<file path="config.mk">
export PLATFORM = sky130hd
export DESIGN_NAME = branch_redirect_sequencer
export DESIGN_NICKNAME = d
export VERILOG_FILES = /design/src/rtl/branch_pkg.sv /design/src/rtl/branch_redirect_sequencer.sv
export SDC_FILE = /design/constraint.sdc
export NUM_CORES = 1
export LEC_CHECK = 0
export CAP_MARGIN = 30
export CORE_UTILIZATION = 39
export CTS_CLUSTER_SIZE = 8
export DETAILED_ROUTE_END_ITERATION = 10
export PLACE_DENSITY_LB_ADDON = 0.2
export SETUP_SLACK_MARGIN = 0.2
export SLEW_MARGIN = 15
export SYNTH_ARGS = -nofsm -noshare
export SYNTH_HDL_FRONTEND = slang
export SYNTH_SLANG_ARGS = --single-unit
</file>
<file path="constraint.sdc">
create_clock -name clk -period 2.5 [get_ports clk]
set_input_delay 0.25 -clock clk [delete_from_list [all_inputs] [get_ports clk]]
set_output_delay 0.25 -clock clk [all_outputs]
set_load 0.01 [all_outputs]
</file>
<file path="src/rtl/branch_pkg.sv">
// Shared branch-resolution types and the taken predicate used by EX and the redirect sequencer.
package branch_pkg;

    typedef enum logic [1:0] {
        JZ  = 2'b00,
        JN  = 2'b01,
        JC  = 2'b10,
        JMP = 2'b11
    } jmp_type_t;

    localparam int C_IDX = 2;
    localparam int N_IDX = 1;
    localparam int Z_IDX = 0;

    typedef enum logic [1:0] {
        IDLE     = 2'b00,
        REDIRECT = 2'b01,
        DRAIN    = 2'b10
    } seq_state_t;

    function automatic logic branch_taken(
        input logic       enable,
        input jmp_type_t  jtype,
        input logic [2:0] flags
    );
        logic cond;
        cond = 1'b0;
        case (jtype)
            JZ:      cond = flags[Z_IDX];
            JN:      cond = flags[N_IDX];
            JC:      cond = flags[C_IDX];
            default: cond = 1'b1;
        endcase
        return enable & cond;
    endfunction

endpackage

</file>
<file path="src/rtl/branch_redirect_sequencer.sv">
// PC redirect and IF/ID, ID/EX squash sequencer for taken branches resolved in EX.
// Optional macro BRANCH_STATS_EN adds a saturating taken-branch counter; otherwise taken_count reads 0.
//
// state    | meaning
// IDLE     | watching EX for a taken branch
// REDIRECT | pc_load asserted with the latched target, both stages flushed
// DRAIN    | flushes held for FLUSH_CYCLES unstalled cycles, EX ignored
module branch_redirect_sequencer
    import branch_pkg::*;
#(
    parameter int ADDR_W       = 32,
    parameter int FLUSH_CYCLES = 2,
    parameter int CNT_W        = 16
) (
    input  logic              clk,
    input  logic              rst,
    input  logic              ex_valid,
    input  logic [2:0]        jump_selector,
    input  logic [2:0]        condition_signals,
    input  logic [ADDR_W-1:0] target_pc,
    input  logic              stall,
    output logic              pc_load,
    output logic [ADDR_W-1:0] pc_target,
    output logic              flush_if_id,
    output logic              flush_id_ex,
    output logic              busy,
    output logic [CNT_W-1:0]  taken_count
);

    localparam logic [3:0] FLUSH_LOAD = 4'(FLUSH_CYCLES);

    seq_state_t        state;
    logic [3:0]        drain_cnt;
    logic [ADDR_W-1:0] target_q;
    logic              taken;
    logic              accept;

    assign taken  = ex_valid & branch_taken(jump_selector[2],
                                            jmp_type_t'(jump_selector[1:0]),
                                            condition_signals);
    assign accept = (state == IDLE) & taken & ~stall;

    assign pc_target = target_q;

    always_ff @(posedge clk) begin
        if (rst) begin
            state       <= IDLE;
            target_q    <= '0;
            drain_cnt   <= '0;
            pc_load     <= 1'b0;
            flush_if_id <= 1'b0;
            flush_id_ex <= 1'b0;
            busy        <= 1'b0;
        end else begin
            case (state)
                IDLE: begin
                    if (accept) begin
                        state       <= REDIRECT;
                        target_q    <= target_pc;
                        pc_load     <= 1'b1;
                        flush_if_id <= 1'b1;
                        flush_id_ex <= 1'b1;
                        busy        <= 1'b1;
                    end
                end
                REDIRECT: begin
                    // Under stall the PC cannot take the load, so everything holds.
                    if (!stall) begin
                        state     <= DRAIN;
                        drain_cnt <= FLUSH_LOAD;
                        pc_load   <= 1'b0;
                    end
                end
                DRAIN: begin
                    if (!stall) begin
                        if (drain_cnt == 4'd1) begin
                            state       <= IDLE;
                            drain_cnt   <= '0;
                            flush_if_id <= 1'b0;
                            flush_id_ex <= 1'b0;
                            busy        <= 1'b0;
                        end else begin
                            drain_cnt <= drain_cnt - 4'd1;
                        end
                    end
                end
                default: begin
                    state       <= IDLE;
                    drain_cnt   <= '0;
                    pc_load     <= 1'b0;
                    flush_if_id <= 1'b0;
                    flush_id_ex <= 1'b0;
                    busy        <= 1'b0;
                end
            endcase
        end
    end

`ifdef BRANCH_STATS_EN
    always_ff @(posedge clk) begin
        if (rst) begin
            taken_count <= '0;
        end else if (accept && (taken_count != {CNT_W{1'b1}})) begin
            taken_count <= taken_count + 1'b1;
        end
    end
`else
    assign taken_count = '0;
`endif

endmodule

</file>
==> reports/summary.txt <==
outcome - finished, final reports clean
Placement Rows - 24
cell taking the most area after synthesis - dfxtp_1
Port Buffers - 77
endpoints failing hold - 0
Mapped Area - 1790 um^2
top cell type's share of synthesized area - 44.6%
Max Clk Rate - 502 MHz
Skew-Pair Late Insertion Delay - 0.29 ns
Post-CTS Resized - 0
R2R depth - 6
H-Tree Level Count - 2
Psw - 0.411 mW
VDD IR-drop max - 0.000309 V
combinational share of power - 26.1%
Clk pwr share - 28.5%
dpl cells - 302
R2R Path End - drain_cnt[2]$_SDFFE_PP0P_
CP Cell Sequence - inv_1 > ha_1 > o21a_1 > or2_4 > or4b_4 > o32ai_2
Final TNS setup - 0 ns
Lkg Pwr - 1.23 nW
Synth warnings - 0
Wirelength per Cell - 11.3 um
antenna-violating nets left - 0
post-synthesis sequential area ratio - 44.6%
# IOs - 94
GRT overflow - 0
Pwr per Cell Area - 583 nW/um^2
mux cell area share after synthesis - 18.5%
#FFs+latches synth - 40
Synth cell types - 32
final setup fails - 0
Synth Area in XOR/XNOR - 0%
Ant. Diodes - 0
root buffer cell - clkbuf_8
fillers - 381
CP endpoint - drain_cnt[2]$_SDFFE_PP0P_
first-pass GRT wire length - 5.93 mm
Layout Cells excl Fill - 310
clk sinks - 40
CTS Hold Buffers Added - 0
Reg area - 801 um^2
Tmin final - 1.99 ns
layout cells sized above 1 - 5.43%
WL final - 3.50 mm
CTS clk-pin slew, worst paths - 0.07 ns
startpoint types - flop
worst min path class - reg -> reg
Final Slew Violations - 0
Synth Area per Inst - 9.80 um^2
DRC viols - 0
crit path DAT - 2.20 ns
TritonCTS clock tree - done
Setup Crit Path Kind - reg -> reg
Vias/cell - 4.64
Seq pwr share - 45.4%
Critical Path Max Stage Delay - 0.53 ns
initial core utilization - 40.9%
area of the multi-input gates - 838 um^2
hold path cells - 1
max cap viols - 0
Setup Fix Bufs, Post-CTS - 0
initial antenna violation count - 0
RSZ-0062 raised after global routing - no
post-synthesis cell count - 183
complex-gate fraction of the synthesized area - 7.04%
Worst Path Max Fanout - 9
r2r setup slk - 0.51 ns
WP data required - 2.71 ns
Area growth syn-to-layout - 45.7%
Critical R2R Launch - state[0]$_SDFFE_PP0P_
CP Capture Type - flop
switching fraction of total power - 26.9%
initial DRC count - 57
crit path from - state[0]$_SDFFE_PP0P_
nets - 304
CTS max path bufs - 2
DP HPWL - 2.49 mm
Power Internal - 1.11 mW
DRT Pass-1 Iters - 4
number of global-route vias before repair - 1335
Num CTS Buffers - 5
die height - 69.8 um
die area - 4880 um^2
maximum number of pins on one net before global-route repair - 41
Die W - 69.8 um
post-synthesis adder-cell area fraction - 3.49%
DR vias - 1438
largest family of logic cells by synthesized area - multiplexers
Simple-Gate Fraction of Synth Area - 14.4%
Critical-path top delay cell - or4b_4
Final Wtd Congestion - 0.714
Worst Skew - 0.00440 ns
GRT Total Usage - 15.5%
area of the core - 4380 um^2
main area contributors after synthesis - dfxtp_1 (45%), mux2i_1 (18%), buf_4 (8.8%)
fin crit share - 79.7%
-- registers in the layout, summed over array words and instances, names as in the netlist --
register / flops
drain_cnt: 4
state: 2
pc_target: 32
busy: 1
pc_load: 1
-- cell families (layout without fill, tap and decap cells) --
logic type               count (synthesis)  count (layout)
AO/OA/AOI/OAI                           18              18
adder cells (fa/ha/maj)                  5               5
buffers and inverters                   33              93
flip-flops                              40              40
multiplexers                            33              33
other                                    1              16
AND/OR/NAND/NOR                         53              53
-- cell usage after synthesis, drive strengths merged --
master	n
a31oi	2
or3b	2
mux2	1
inv	6
nand2	3
mux2i	32
a21oi	6
a21boi	1
buf	23
or2	1
dfxtp	40
clkbuf	4
o21a	3
nor4	1
o211ai	2
and4b	1
or3	1
nand3	1
nor2	34
and3	1
or4b	1
a21o	1
conb	1
o32ai	1
o22ai	1
nor2b	3
ha	5
a221oi	1
or4	1
nand2b	3
-- how the worst min path moves through the flow --
stage	end	from	slack (ns)
floorplan	pc_target[0]$_SDFFE_PP0P_	target_pc[0]	0.39
global placement	pc_load$_SDFFE_PP0P_	pc_load$_SDFFE_PP0P_	0.45
detailed placement	pc_load$_SDFFE_PP0P_	pc_load$_SDFFE_PP0P_	0.46
CTS	pc_load$_SDFFE_PP0P_	pc_load$_SDFFE_PP0P_	0.47
global route	pc_load$_SDFFE_PP0P_	pc_load$_SDFFE_PP0P_	0.48
finish	pc_load$_SDFFE_PP0P_	pc_load$_SDFFE_PP0P_	0.47
-- placed cells by master (no fill, tap or decap), types with 2 or more instances in the layout --
cell              n
o211ai_1          2
or3b_2            2
clkbuf_1          2
nor2_1           34
nor2b_1           3
clkbuf_8          6
nand2_1           3
o21a_1            3
clkdlybuf4s50_1  77
ha_1              5
inv_1             6
a21oi_1           6
nand2b_1          3
dfxtp_1          40
mux2i_1          32
conb_1           16
a31oi_1           2
-- per-stage QoR --
step / power, mW / utilization [%] / instance area, um^2 / hold WS (ns) / setup WS (ns)
after global placement: 1.11 / 57.6 / 2520 / 0.452 / 0.436
after floorplan: 0.982 / - / 1850 / 0.394 / 0.601
final: 1.52 / 59.6 / 2620 / 0.468 / 0.508
after detailed placement: 1.11 / 57.6 / 2520 / 0.455 / 0.458
after global routing: 1.62 / 59.6 / 2620 / 0.482 / 0.403
after CTS: 1.54 / 59.6 / 2620 / 0.473 / 0.492
-- worst max-delay path, delay by kind of cell, from the launching register on --
family	cells	cell delay, ns
AO/OA/AOI/OAI	2	0.42
AND/OR/NAND/NOR	2	0.78
adder cells (fa/ha/maj)	1	0.30
buffers and inverters	1	0.07
flip-flops	1	0.33
-- routing by layer --
metal	part of all wire, %	vias up	track usage, %
met3	8.3	7	5.96
met5	0	-	0
met1	46	645	18.4
li1	-	728	-
met2	43	58	24.0
met4	2.1	0	8.00
-- area by class of cell --
cell class / count / area share [%]
repair buffers: 79 / 30.5
multi-input cells: 125 / 32.1
flip-flops and latches: 40 / 30.6
clock buffers: 8 / 3.44
well taps: 52 / 2.49
inverters: 6 / 0.861
-- power by group through the flow --
stage	registers, mW	clock network [mW]	logic (mW)
after detailed placement	0.707	0	0.402
after global placement	0.707	0	0.403
after global routing	0.697	0.480	0.441
after CTS	0.693	0.448	0.404
final	0.692	0.434	0.398
after floorplan	0.717	0	0.266
No activity file was read; power rests on OpenSTA's default activity.
